File: config.mk
export PLATFORM = sky130hd
export DESIGN_NAME = fht_seq_ctrl
export DESIGN_NICKNAME = d
export VERILOG_FILES = /design/src/rtl/fht_seq_ctrl.sv
export SDC_FILE = /design/constraint.sdc
export NUM_CORES = 1
export LEC_CHECK = 0
export BUFFER_PORTS_ARGS = -buffer_cell sky130_fd_sc_hd__buf_2
export CORE_AREA = 2 2 127 129
export DETAILED_ROUTE_END_ITERATION = 7
export DIE_AREA = 0 0 129 131
export GPL_TIMING_DRIVEN = 0
export PLACE_DENSITY = 0.9
export SLEW_MARGIN = 40
export SYNTH_ARGS = -nofsm -noshare
export SYNTH_HDL_FRONTEND = slang
export SYNTH_SLANG_ARGS = --single-unit
File: constraint.sdc
create_clock -name iCLK -period 2.85 [get_ports iCLK]
set_input_delay 0.285 -clock iCLK [delete_from_list [all_inputs] [get_ports iCLK]]
set_output_delay 0.285 -clock iCLK [all_outputs]
set_load 0.01 [all_outputs]
File: src/rtl/fht_seq_ctrl.sv
// Frame sequencer for fht_top: loads a streamed ADC frame into the four RAM banks, kicks the
// transform, then streams the result back out in bit-reversed row order.
module fht_seq_ctrl #(
    parameter int unsigned A_BIT     = 8,
    parameter int unsigned D_BIT     = 22,
    parameter int unsigned ADC_WIDTH = 16,
    parameter int unsigned RD_LAT    = 1,
    parameter int unsigned TIMEOUT   = 65535
) (
    input  logic                 iCLK,
    input  logic                 iRESET,
    input  logic                 iGO,
    output logic                 oBUSY,
    output logic                 oERR,
    input  logic [ADC_WIDTH-1:0] iADC_DATA,
    input  logic                 iADC_VALID,
    output logic                 oADC_READY,
    output logic [3:0]           oWE,
    output logic [A_BIT-1:0]     oADDR_WR,
    output logic [D_BIT-1:0]     oDATA_WR,
    output logic                 oSTART,
    input  logic                 iRDY,
    output logic [A_BIT-1:0]     oADDR_RD,
    input  logic [D_BIT-1:0]     iDATA_RD_0,
    input  logic [D_BIT-1:0]     iDATA_RD_1,
    input  logic [D_BIT-1:0]     iDATA_RD_2,
    input  logic [D_BIT-1:0]     iDATA_RD_3,
    output logic [D_BIT-1:0]     oOUT_DATA,
    output logic                 oOUT_VALID,
    input  logic                 iOUT_READY,
    output logic                 oOUT_LAST
);

    typedef enum logic [2:0] {
        StIdle, StLoad, StStart, StWaitRdy, StRdAddr, StRdWait, StEmit
    } state_e;

    state_e               state_q, state_d;
    logic [A_BIT+1:0]     ld_cnt_q, ld_cnt_d;
    logic                 ld_full_q, ld_full_d;
    logic [3:0]           we_q, we_d;
    logic [A_BIT-1:0]     addr_wr_q, addr_wr_d;
    logic [D_BIT-1:0]     data_wr_q, data_wr_d;
    logic                 rdy_q, rdy_prev_q;
    logic [31:0]          tmo_cnt_q, tmo_cnt_d;
    logic [A_BIT-1:0]     row_cnt_q, row_cnt_d;
    logic [1:0]           lat_cnt_q, lat_cnt_d;
    logic [1:0]           word_cnt_q, word_cnt_d;
    logic [D_BIT-1:0]     rd_buf_q [4];
    logic [D_BIT-1:0]     rd_buf_d [4];
    logic                 err_q, err_d;

    logic                 accept;
    logic                 rdy_edge;
    logic                 last_row;

    assign accept   = (state_q == StLoad) && !ld_full_q && iADC_VALID;
    // The first WAIT_RDY cycle (tmo_cnt_q == 0) never counts, so a stale high ready is ignored.
    assign rdy_edge = (tmo_cnt_q != 32'd0) && rdy_q && !rdy_prev_q;
    assign last_row = &row_cnt_q;

    always_comb begin
        state_d    = state_q;
        ld_cnt_d   = ld_cnt_q;
        ld_full_d  = ld_full_q;
        we_d       = 4'b0000;
        addr_wr_d  = addr_wr_q;
        data_wr_d  = data_wr_q;
        tmo_cnt_d  = tmo_cnt_q;
        row_cnt_d  = row_cnt_q;
        lat_cnt_d  = lat_cnt_q;
        word_cnt_d = word_cnt_q;
        rd_buf_d   = rd_buf_q;
        err_d      = err_q;
        unique case (state_q)
            StIdle: begin
                if (iGO) begin
                    state_d   = StLoad;
                    err_d     = 1'b0;
                    ld_cnt_d  = '0;
                    ld_full_d = 1'b0;
                    row_cnt_d = '0;
                end
            end
            StLoad: begin
                if (accept) begin
                    we_d      = 4'b0001 << ld_cnt_q[1:0];
                    addr_wr_d = ld_cnt_q[A_BIT+1:2];
                    data_wr_d = {iADC_DATA, {(D_BIT-ADC_WIDTH){1'b0}}};
                    ld_cnt_d  = ld_cnt_q + 1'b1;
                    if (&ld_cnt_q) ld_full_d = 1'b1;
                end else if (ld_full_q) begin
                    state_d = StStart;
                end
            end
            StStart: begin
                state_d   = StWaitRdy;
                tmo_cnt_d = '0;
            end
            StWaitRdy: begin
                tmo_cnt_d = tmo_cnt_q + 32'd1;
                if (rdy_edge) begin
                    state_d   = StRdAddr;
                    row_cnt_d = '0;
                end else if (tmo_cnt_q == TIMEOUT - 1) begin
                    state_d = StIdle;
                    err_d   = 1'b1;
                end
            end
            StRdAddr: begin
                state_d   = StRdWait;
                lat_cnt_d = '0;
            end
            StRdWait: begin
                lat_cnt_d = lat_cnt_q + 1'b1;
                if (lat_cnt_q == 2'(RD_LAT - 1)) begin
                    rd_buf_d[0] = iDATA_RD_0;
                    rd_buf_d[1] = iDATA_RD_1;
                    rd_buf_d[2] = iDATA_RD_2;
                    rd_buf_d[3] = iDATA_RD_3;
                    word_cnt_d  = '0;
                    state_d     = StEmit;
                end
            end
            StEmit: begin
                if (iOUT_READY) begin
                    word_cnt_d = word_cnt_q + 1'b1;
                    if (word_cnt_q == 2'd3) begin
                        row_cnt_d = row_cnt_q + 1'b1;
                        state_d   = last_row ? StIdle : StRdAddr;
                    end
                end
            end
            default: state_d = StIdle;
        endcase
    end

    always_ff @(posedge iCLK or negedge iRESET) begin
        if (!iRESET) begin
            state_q <= StIdle;
        end else begin
            state_q <= state_d;
        end
    end

    always_ff @(posedge iCLK or negedge iRESET) begin
        if (!iRESET) begin
            ld_cnt_q   <= '0;
            ld_full_q  <= 1'b0;
            we_q       <= 4'b0000;
            addr_wr_q  <= '0;
            data_wr_q  <= '0;
            rdy_q      <= 1'b0;
            rdy_prev_q <= 1'b0;
            tmo_cnt_q  <= '0;
            row_cnt_q  <= '0;
            lat_cnt_q  <= '0;
            word_cnt_q <= '0;
            rd_buf_q   <= '{default: '0};
            err_q      <= 1'b0;
        end else begin
            ld_cnt_q   <= ld_cnt_d;
            ld_full_q  <= ld_full_d;
            we_q       <= we_d;
            addr_wr_q  <= addr_wr_d;
            data_wr_q  <= data_wr_d;
            rdy_q      <= iRDY;
            rdy_prev_q <= rdy_q;
            tmo_cnt_q  <= tmo_cnt_d;
            row_cnt_q  <= row_cnt_d;
            lat_cnt_q  <= lat_cnt_d;
            word_cnt_q <= word_cnt_d;
            rd_buf_q   <= rd_buf_d;
            err_q      <= err_d;
        end
    end

    always_comb begin
        oADDR_RD = '0;
        for (int i = 0; i < int'(A_BIT); i++) begin
            oADDR_RD[i] = row_cnt_q[int'(A_BIT) - 1 - i];
        end
    end

    assign oBUSY      = (state_q != StIdle);
    assign oERR       = err_q;
    assign oADC_READY = (state_q == StLoad) && !ld_full_q;
    assign oWE        = we_q;
    assign oADDR_WR   = addr_wr_q;
    assign oDATA_WR   = data_wr_q;
    assign oSTART     = (state_q == StStart);
    assign oOUT_VALID = (state_q == StEmit);
    assign oOUT_DATA  = oOUT_VALID ? rd_buf_q[word_cnt_q] : '0;
    assign oOUT_LAST  = oOUT_VALID && (word_cnt_q == 2'd3) && last_row;

endmodule

# Word-level counts from Yosys, hierarchy flattened
# Cells that the tools add are included.
[classes] n_addsub=5 n_lt_le_gt_ge=1 n_eq_ne=20 n_shift=1 mux=36 n_bitwise=1 n_reduce_logical=28
[op_table] operator="$mux W22" n=3
[op_table] operator="$pmux W32 S2" n=1
[op_table] operator="$bmux W22 S2" n=1
[op_table] operator="$add A32 B1 Y32 const B" n=1
[op_table] operator="$eq A32 B16 Y1 const B" n=1
[op_table] operator="$mux W8" n=4
[op_table] operator="$reduce_bool A32 Y1" n=1
[op_table] operator="$mux W3" n=9
[op_table] operator="$pmux W8 S3" n=1
[op_table] operator="$pmux W3 S7" n=1
[op_table] operator="$mux W10" n=2
[op_table] operator="$pmux W10 S2" n=1
[op_table] operator="$ne A2 B2 Y1 const B" n=8
[op_table] operator="$add A10 B1 Y10 const B" n=1
[op_table] operator="$reduce_and A10 Y1" n=1
[op_table] operator="$reduce_bool A2 Y1" n=5
[op_table] operator="$eq A3 B3 Y1 const B" n=3
[op_table] operator="$add A8 B1 Y8 const B" n=1
[op_table] operator="$mux W4" n=2
[op_table] operator="$pmux W2 S2" n=2
[op_table] operator="$reduce_and A4 Y1" n=2
[op_table] operator="$reduce_and A8 Y1" n=1
[op_table] operator="$reduce_and A7 Y1" n=1
[op_table] operator="$eq A3 B2 Y1 const B" n=2
[op_table] operator="19 further kinds" n=37
[totals] reg_bits=177 input_bits=110 out_inout_bits=70

# Longest topological paths before layout
[depth] word_depth=5 ltp_mapped=8 ltp_nobuf=7

# Least setup slack after synthesis
# No wires, ideal clock.
[synth_path] path_type="register to output" from="register word_cnt_q[0]" to="output oOUT_DATA[13]" arrival_ns=1.880 slack_ns=0.685 stages_incl_launch_ff=5 path_buffers=2 path_cell_list="dfrtp_1 > clkbuf_1 > buf_1 > mux4_2 > and3_1"
[synth_via] elab_chain_cells=5
[synth_lines] item="start, declared" line="48" source="logic [1:0] word_cnt_q, word_cnt_d;"
[synth_lines] item="start signal, assigned" line="172" source="word_cnt_q <= word_cnt_d;"
[synth_lines] item="$not A2 Y3 (not written as such)" line="193" source="assign oOUT_DATA = oOUT_VALID ? rd_buf_q[word_cnt_q] : '0;"
[synth_lines] item="$bmux W22 S2" line="193"
[synth_lines] item="$mux W22 (not written as such) (2 in series)" line="193"
[synth_lines] item="$mux W22" line="193"
[synth_lines] item="end, declared" line="28" source="output logic [D_BIT-1:0] oOUT_DATA,"
# No other way between the ends. The select of a mux whose other input is x is not followed.

# Worst setup path after layout
[layout_path] from="register state_q[1]" to="output oOUT_DATA[13]"
[layout_via] elab_chain_cells=2
[layout_lines] item="start, declared" line="38" source="state_e state_q, state_d;"
[layout_lines] item="start signal, assigned" line="140" source="state_q <= StIdle;"
[layout_lines] item="start signal, assigned" line="142" source="state_q <= state_d;"
[layout_lines] item="$eq A3 B3 Y1" line="192" source="assign oOUT_VALID = (state_q == StEmit);"
[layout_lines] item="$mux W22" line="193"
# No other way between the ends.

==> results_dict.tcl <==
set metrics [dict create \
    run_status "finished clean" \
    slew_headroom 0.473 \
    ir_worst_vdd_mv 0.545 \
    hp-start "iADC_DATA[0]" \
    syn_area_per_cell_um2 11.4 \
    start_util 0.537 \
    hold_class "input port to flip-flop" \
    grt_pass1_vias 6402 \
    finalPower_mw 5.55 \
    stdcell_count 1162 \
    hold-path-cell-count 3 \
    io_pins 180 \
    stdcell_area_um2 10200 \
    r2r_end "row_cnt_q[2]$_DFFE_PN0P_" \
    synthArstFlopShare 1.00 \
    clock_latency_ns 0.44 \
    numCtsBuffers 17 \
    cts.clk_slew.worst_paths_ns 0.07 \
    dpl_cell_area_um2 9610 \
    r2r-start "tmo_cnt_q[0]$_DFFE_PN0P_" \
    period_minus_slack_ns 2.69 \
    die_width_um 129 \
    ys.flop_type "dfrtp_1" \
    yosys-top-cells-area "dfrtp_1 (53%), mux2_2 (12%), mux4_2 (5.9%)" \
    clk_path_buf_depth 2 \
    fin_nets 1054 \
    endpoint_kind "primary output" \
    drt_wl_total_mm 20.6 \
    grt_pass1_wl_mm 32.6 \
    worstHoldEndpoint "oDATA_WR[6]$_DFFE_PN0P_" \
    initialDrtViolationCount 407 \
    cts.htree.levels 4 \
    fill_cells 1140 \
    synth_top_area_frac 0.528 \
    die_y_um 131 \
    post-route-period-util 0.944 \
    globalplace.congestion 0.846 \
    r2r_setup_slack_ns 0.39 \
    synth_area_leader_cell "dfrtp_1" \
    fmax_ghz 0.372 \
    firstDrtPassIters 5 \
    rsz0062_at_grt "false" \
    via_per_inst 5.55 \
    ant_nets 0 \
    cts.sinks 177 \
    synth_edf_count 0 \
    crit_path_start_kind "flip-flop" \
    cp.required_ns 2.57 \
    antenna_cells 0 \
    worstSetupPathType "flip-flop to primary output" \
    core_um2 15600 \
    drv_slew 0 \
    cp_max_fo 10 \
    leakagePower_nw 5.02 \
    area_delta_synth_final_pct 21.9 \
    clock_skew_ns 0.00633 \
    dp.cells 1129 \
    track_usage 0.252 \
    num_rows 46 \
    synth_warnings 0 \
    overflow 0 \
    wl_per_cell_um 17.7 \
    syn_area_um2 8380 \
    drive_gt1_frac 0.362 \
    dp_hpwl_mm 14.7 \
    grt_max_degree 65 \
    reg2regPathDepth 8 \
    drc 0 \
    seq_area_frac_synth 0.528 \
    die_area_um2 16900 \
    antenna_found_initial 1 \
    cts_tree "done" \
    drv_cap 0 \
    worst_pin_slew_ns 0.790 \
    cp.arrival_ns 2.41 \
    num_vias 6449 \
    synth_seq_cells 177 \
    cts-root-buf "clkbuf_16" \
    hold_viol 0 \
    io_buffers 173 \
    setup_viol 0 \
    ys_types 51 \
    powerDensity_nw_per_um2 543 \
    synthCells 733 \
]
## power breakdown
| group | total [mW] | internal (mW) | switching [mW] |
|---|---|---|---|
| clock | 2.33 | 1.34 | 0.987 |
| combinational | 0.451 | 0.226 | 0.226 |
| sequential | 2.77 | 2.66 | 0.111 |
## kinds of logic after synthesis
group / Yosys count / share of synthesized area
buffers and inverters: 61 / 0.0324
muxes: 118 / 0.187
adders and majority gates: 10 / 0.0149
other: 1 / 0.000447
AOI/OAI and AO/OA: 57 / 0.0422
and+or+nand+nor: 286 / 0.170
DFF: 177 / 0.528
xor gates and xnor gates: 23 / 0.0240
## layout by cell type, fill, tap and decap left out, types with 7 or more instances in the layout
master,n
nand3_1,24
nor4_1,12
a21oi_1,11
o21ai_0,23
nor2_1,35
mux2_2,90
xnor2_1,12
clkbuf_1,27
and3_1,35
nand4_1,15
or3_1,7
buf_2,182
inv_1,15
clkbuf_16,17
xor2_1,11
nand2_1,118
mux4_2,22
nor3_1,10
ha_1,10
dfrtp_1,177
## registers in the layout (all words and copies together) (netlist names), 3 cells and up
| signal | count |
|---|---|
| row_cnt_q | 8 |
| oDATA_WR | 16 |
| rd_buf_q | 88 |
| state_q | 3 |
| ld_cnt_q | 10 |
| oWE | 4 |
| tmo_cnt_q | 32 |
| oADDR_WR | 8 |
## how the worst max path moves through the flow
stage | from | endpoint | slack (ns) | depth (start not counted)
after floorplan | word_cnt_q[0]$_DFFE_PN0P_ | oOUT_DATA[13] | 0.69 | 4
after global placement | iRESET | oDATA_WR[20]$_DFFE_PN0P_ | -1.26 | 1
after detailed placement | word_cnt_q[0]$_DFFE_PN0P_ | oOUT_DATA[18] | 0.21 | 5
after CTS | word_cnt_q[0]$_DFFE_PN0P_ | oOUT_DATA[5] | 0.0002 | 5
after global routing | state_q[1]$_DFFE_PN0P_ | oOUT_DATA[11] | 0.04 | 5
final | state_q[1]$_DFFE_PN0P_ | oOUT_DATA[13] | 0.16 | 5
## layer usage
layer | track usage | vias up | routed length [µm]
met5 | 0 | - | 0
met4 | 0.0940 | 0 | 454
met3 | 0.0831 | 34 | 1620
met2 | 0.425 | 232 | 10400
met1 | 0.303 | 3201 | 8090
li1 | - | 2982 | -
## synth_stat cells, types with 15 or more instances
| library cell | number |
|---|---|
| dfrtp_1 | 177 |
| and3_1 | 35 |
| nand2_1 | 118 |
| mux4_2 | 22 |
| o21ai_0 | 23 |
| mux2_2 | 90 |
| nor2_1 | 35 |
| nand3_1 | 24 |
| inv_1 | 15 |
| clkbuf_1 | 27 |
| nand4_1 | 15 |
## final cells by class
cell class                 count  area (µm²)  area share
sequential                   177        4430       0.433
multi-input combinational    500        3710       0.363
timing repair buffer         177         951      0.0930
clock buffer                  20         457      0.0447
tap                          216         270      0.0264
buffer                        46         220      0.0215
clock inverter                11         130      0.0127
inverter                      15        56.3     0.00551
## stage by stage
stage                      util  setup WS (ns)  hold slack [ns]  setup TNS, ns
after detailed placement  0.616          0.208            0.223              0
after CTS                 0.655       0.000151           0.0273              0
after floorplan               -          0.685          -0.0106              0
after global placement    0.612          -1.26            0.353        -218.97
after global routing      0.655         0.0352           0.0401              0
final                     0.655          0.159           0.0408              0
## what timing repair did
item                                    CTS  global route
gates resized for setup                   1             3
hold buffers                              2             0
endpoints found under the setup margin    9            18
setup buffers                             0             0
hold endpoints to repair                 52             0
pin swaps                                 0             0
## critical path, stage by stage (launching register included)
cell	delay (ns)
dfrtp_1	0.43
buf_2	0.24
nor2b_1	0.46
clkbuf_1	0.46
and3_1	0.25
buf_2	0.13
Note: power is estimated with default switching activity, not from simulation.
